### config.mk
export PLATFORM = sky130hd
export DESIGN_NAME = univ_shift_reg
export DESIGN_NICKNAME = d
export VERILOG_FILES = /design/src/rtl/univ_shift_reg.sv
export SDC_FILE = /design/constraint.sdc
export NUM_CORES = 1
export LEC_CHECK = 0
export BUFFER_PORTS_ARGS = -buffer_cell sky130_fd_sc_hd__buf_4
export CORE_UTILIZATION = 55
export CTS_BUF_LIST = sky130_fd_sc_hd__clkbuf_4
export CTS_CLUSTER_SIZE = 28
export DETAILED_ROUTE_END_ITERATION = 6
export GPL_ROUTABILITY_DRIVEN = 1
export PLACE_DENSITY = 0.86
export SETUP_SLACK_MARGIN = 0.2
export SYNTH_ARGS = -nofsm -noshare
export SYNTH_HDL_FRONTEND = slang
export SYNTH_SLANG_ARGS = --single-unit
### constraint.sdc
create_clock -name clk -period 2.3 [get_ports clk]
set_clock_uncertainty 0.15 [all_clocks]
set_input_delay 0.23 -clock clk [delete_from_list [all_inputs] [get_ports clk]]
set_output_delay 0.23 -clock clk [all_outputs]
set_load 0.01 [all_outputs]
### src/rtl/univ_shift_reg.sv
// Universal shift register: DEPTH stages of WIDTH bits with shift, rotate,
// parallel load, clear and a counted burst mode under start/busy/done.
module univ_shift_reg #(
  parameter int WIDTH = 1,
  parameter int DEPTH = 4,
  parameter int NW    = $clog2(DEPTH) + 1
) (
  input  logic                   clk,
  input  logic                   clr,
  input  logic                   en,
  input  logic [2:0]             mode,
  input  logic [WIDTH-1:0]       sin_r,
  input  logic [WIDTH-1:0]       sin_l,
  input  logic [WIDTH*DEPTH-1:0] pin,
  input  logic                   start,
  input  logic [NW-1:0]          nshift,
  output logic [WIDTH*DEPTH-1:0] pout,
  output logic [WIDTH-1:0]       sout_r,
  output logic [WIDTH-1:0]       sout_l,
  output logic                   busy,
  output logic                   done
);

  localparam int TW = WIDTH * DEPTH;

  typedef enum logic {
    IDLE,
    RUN
  } state_t;

  state_t          state, state_n;
  logic [TW-1:0]   data, data_n;
  logic [NW-1:0]   count, count_n;
  logic [2:0]      lmode, lmode_n;
  logic            done_n;
  logic            burst_ok;

  // Stage k lives at [k*WIDTH +: WIDTH]; "right" moves toward stage DEPTH-1.
  function automatic logic [TW-1:0] apply_op(
    input logic [2:0]       op,
    input logic [TW-1:0]    d,
    input logic [WIDTH-1:0] sr,
    input logic [WIDTH-1:0] sl,
    input logic [TW-1:0]    ld
  );
    logic [TW-1:0] r;
    r = d;
    case (op)
      3'b001:  r = {d[TW-WIDTH-1:0], sr};
      3'b010:  r = {sl, d[TW-1:WIDTH]};
      3'b011:  r = {d[TW-WIDTH-1:0], d[TW-1 -: WIDTH]};
      3'b100:  r = {d[WIDTH-1:0], d[TW-1:WIDTH]};
      3'b101:  r = ld;
      3'b110:  r = '0;
      default: r = d;
    endcase
    return r;
  endfunction

  assign burst_ok = start && (mode >= 3'b001) && (mode <= 3'b100);

  always_comb begin
    state_n = state;
    data_n  = data;
    count_n = count;
    lmode_n = lmode;
    done_n  = 1'b0;
    unique case (state)
      IDLE: begin
        if (burst_ok) begin
          lmode_n = mode;
          count_n = nshift;
          if (nshift == '0) begin
            done_n = 1'b1;
          end else begin
            state_n = RUN;
          end
        end else if (en) begin
          data_n = apply_op(mode, data, sin_r, sin_l, pin);
        end
      end
      RUN: begin
        data_n  = apply_op(lmode, data, sin_r, sin_l, pin);
        count_n = count - NW'(1);
        if (count == NW'(1)) begin
          state_n = IDLE;
          done_n  = 1'b1;
        end
      end
      default: state_n = IDLE;
    endcase
  end

  always_ff @(posedge clk or negedge clr) begin
    if (!clr) begin
      state <= IDLE;
      data  <= '0;
      count <= '0;
      lmode <= '0;
      done  <= 1'b0;
    end else begin
      state <= state_n;
      data  <= data_n;
      count <= count_n;
      lmode <= lmode_n;
      done  <= done_n;
    end
  end

  assign pout   = data;
  assign sout_r = data[TW-1 -: WIDTH];
  assign sout_l = data[WIDTH-1:0];
  assign busy   = (state == RUN);

endmodule

==> flow_summary_export.csv <==
group,metric,value,unit
synth,synth-warning-count,0,
timing,setup_viol,0,
synth,postSynthCellCount,115,
floorplanning,core-area,1760,sq um
global_route,grt_start_max_net_pins,18,
place,dp_hpwl,1.93,mm
timing,final_hold_viol_count,0,
synth,synth.cell_area,1050,sq um
floorplanning,fp.dieW,45.7,um
timing,final.min_clock_period,1750,ps
clock_tree,h-tree-depth,1,
power,internal_power,813,uW
power,power.total,1.49,mW
clock_tree,clk-insertion-delay-late,280,ps
drt,initialDrtViolationCount,19,
power,combPwrFrac,57.3,%
power,power_frac_clock,8.6,%
global_route,grtUsageTotal,28.9,%
finish,finish.cell_count_without_fillers,159,
synth,part_of_the_yosys_area_used_for_sequential_elements,28.5,%
synth,synthesis.nets,133,
power,switch_pwr,676,uW
floorplanning,floorplan.initialDensity,59.6,%
setup_path,worst-endpoint-arrival,1800,ps
power,power_switching_share,45.4,%
synth,yosys_register_bits,12,
setup_path,critPathCaptureType,"flip-flop",
setup_path,worst_path_largest_cell_delay,510,ps
setup_path,worst-endpoint-required,2350,ps
global_route,first_global_vias,951,
synth,synth_enable_flop_cells,0,
drt,routed_via_density,6.43,
clock_tree,max-clock-path-buffers,2,
finish,fillers,167,
clock_tree,clk_pin_slew_worst_paths,70,ps
synth,async_reset_ff_share,100,%
place,gp_routability_congestion,0.937,
floorplanning,ios,24,
synth,yosys.cell_types.count,45,
timing,grt_setup_unrepaired,"no",
finish,num_antenna_cells,0,
finish,final_net_count,154,
clock_tree,cts_made_buffers,3,
clock_tree,tritoncts,"built",
job,maxCapViolations,0,
global_route,globalRouteOverflowTotal,0,
drt,detail_route.wl_per_cell,16.1,um
floorplanning,vert_die_dim,45.7,um
finish,most-common-layout-cells,"sky130_fd_sc_hd__buf_4 (24), sky130_fd_sc_hd__dfrtp_1 (12), sky130_fd_sc_hd__inv_1 (9)",
drt,total_length_of_routed_wires,2.56,mm
timing,max_clock_freq,572,MHz
setup_path,timing.critical_path.fanout_max,13,
timing,report.final.slew_viol_count,0,
clock_tree,cts.sinks,12,
timing,total_negative_setup_slacks,0,ps
worst_hold_path,min_path_cells,3,
timing,slew-limit-headroom,74.9,%
finish,most_common_library_cell_in_the_layout_ignoring_fill_and_taps,"sky130_fd_sc_hd__buf_4",
floorplanning,full_die_area,2090,sq um
synth,syn_area_per_cell,9.15,sq um
finish,layout-area-overhead-vs-synth,16.5,%
setup_path,slowest_stage,"sky130_fd_sc_hd__dfrtp_1",
drt,detail_route.first_pass.iterations,5,
power,powerDensity,1210,nW/um^2
timing,final.period_utilization,76.1,%
global_route,antenna_found_initial,0,
run_status,status,"finished clean",
power,peakVddDrop,0.665,mV
power,static_leakage,0.534,nW
power,seq_power_share,34.0,%
drt,count_of_unresolved_drc_violations_after_routing,0,
setup_path,path_cells,"or3_1, nand3_1, o21a_1, mux2i_1",
drt,drt.antenna.violating_nets,0,
global_route,grt_pass1_wl,4.24,mm
setup_path,r2r.worst_path.cells,4,
place,port-buffer-count,23,
place,dpl.cell_count,155,
clock_tree,cts_root_cell,"sky130_fd_sc_hd__clkbuf_4",
place,post_dp_cell_area,1190,sq um
finish,finalInstanceArea,1230,sq um
floorplanning,row_count,15,
setup_path,worstSetupStartpointType,"flip-flop",
finish,post_route_cells_drive_above_1_share,29.1,%
finish,final_core_util,69.5,%
timing,worstMarginPinSlew,370,ps
drt,routed-via-count,1022,
setup_path,worstSetupPathType,"flip-flop to flip-flop",
worst_hold_path,hold_path.class,"input port to flip-flop",
synth,dominantRegCellSynth,"sky130_fd_sc_hd__dfrtp_1",
==> critical path: cells and delay by family (launching register included) <==
family	cells	cell delay (ps)
simple gates	2	540
flops	1	510
compound gates	1	270
mux	1	200
==> sequential cells by signal, indices dropped and copies added, names as in the netlist <==
| name | count |
|---|---|
| busy | 1 |
| count | 3 |
| done | 1 |
| lmode | 3 |
| pout | 4 |
==> cells by family (layout without fill, tap and decap cells) <==
family / after synthesis / count (layout) / share of synthesized area, %
fa+ha+maj: 2 / 2 / 2.38
mux: 11 / 11 / 12.2
simple gates: 33 / 33 / 19.4
xor+xnor: 2 / 2 / 1.66
buf+inv: 19 / 38 / 10.2
flops: 12 / 12 / 28.5
compound gates: 36 / 36 / 25.6
==> synth_stat cells (2+ instances only) <==
cell | number | share of area (%)
sky130_fd_sc_hd__a21oi_1 | 5 | 2.4
sky130_fd_sc_hd__a221o_1 | 2 | 1.9
sky130_fd_sc_hd__a221oi_1 | 2 | 1.7
sky130_fd_sc_hd__a31oi_1 | 2 | 1.2
sky130_fd_sc_hd__buf_2 | 2 | 0.95
sky130_fd_sc_hd__buf_4 | 3 | 2.1
sky130_fd_sc_hd__buf_6 | 3 | 3.2
sky130_fd_sc_hd__dfrtp_1 | 12 | 29
sky130_fd_sc_hd__ha_1 | 2 | 2.4
sky130_fd_sc_hd__inv_1 | 9 | 3.2
sky130_fd_sc_hd__mux2_2 | 5 | 5.4
sky130_fd_sc_hd__mux2i_1 | 5 | 4.8
sky130_fd_sc_hd__nand2_1 | 6 | 2.1
sky130_fd_sc_hd__nand2b_1 | 6 | 3.6
sky130_fd_sc_hd__nand3_1 | 4 | 1.9
sky130_fd_sc_hd__nand4b_1 | 2 | 1.7
sky130_fd_sc_hd__nor2_1 | 3 | 1.1
sky130_fd_sc_hd__nor2b_1 | 3 | 1.8
sky130_fd_sc_hd__o211ai_1 | 4 | 2.9
sky130_fd_sc_hd__o21ai_0 | 4 | 1.9
sky130_fd_sc_hd__o221ai_1 | 3 | 2.5
sky130_fd_sc_hd__o22ai_1 | 2 | 1.2
sky130_fd_sc_hd__o311ai_1 | 2 | 1.7
sky130_fd_sc_hd__o31ai_1 | 2 | 1.4
sky130_fd_sc_hd__or3_1 | 2 | 1.2
==> layout make-up <==
class / count / area (sq um) / area share (%)
Clock buffer: 3 / 22.5 / 1.84
Inverter: 10 / 37.5 / 3.06
Multi-Input combinational cell: 84 / 644 / 52.6
Timing Repair Buffer: 25 / 190 / 15.5
Tap cell: 25 / 31.3 / 2.55
Sequential cell: 12 / 300 / 24.5
==> layer usage <==
metal / part of all wire [%] / up-vias / global-route usage (%)
li1: - / 469 / -
met1: 39 / 481 / 34.2
met2: 51 / 62 / 50.6
met3: 7.3 / 10 / 3.97
met4: 2.7 / 0 / 14.7
met5: 0 / - / 0
==> path summary, 6_finish.rpt <==
path,from,to,slack (ps)
worst max-delay path,lmode[1]$_DFFE_PN0P_,pout[3]$_DFFE_PN0P_,550
worst min-delay path,nshift[1],count[1]$_DFFE_PN0P_,130
worst max register to register,lmode[1]$_DFFE_PN0P_,pout[3]$_DFFE_PN0P_,550
worst min register to register,count[0]$_DFFE_PN0P_,count[0]$_DFFE_PN0P_,450
max in group asynchronous,clr,lmode[2]$_DFFE_PN0P_,1660
min in group asynchronous,clr,pout[0]$_DFFE_PN0P_,180
==> repair_timing <==
action,4_1_cts,5_1_grt
hold buffers,1,0
hold endpoints to repair,12,0
buffers inserted,0,0
gates resized for setup,0,0
==> per-stage QoR <==
stage	setup WS [ps]	hold slack, ps
2_1_floorplan	734	-216
6_report	551	127
5_1_grt	449	154
4_1_cts	562	128
3_3_place_gp	636	-70.7
3_5_place_dp	586	-67.7
==> power by group through the flow <==
stage          combinational [mW]  sequential [mW]  clock, mW
5_1_grt                     0.943            0.526      0.139
3_5_place_dp                0.849            0.506          0
3_3_place_gp                0.814            0.491          0
4_1_cts                     0.853            0.503      0.129
2_1_floorplan               0.696            0.431          0
6_report                    0.853            0.506      0.129
Note: power is estimated with default switching activity, not from simulation.
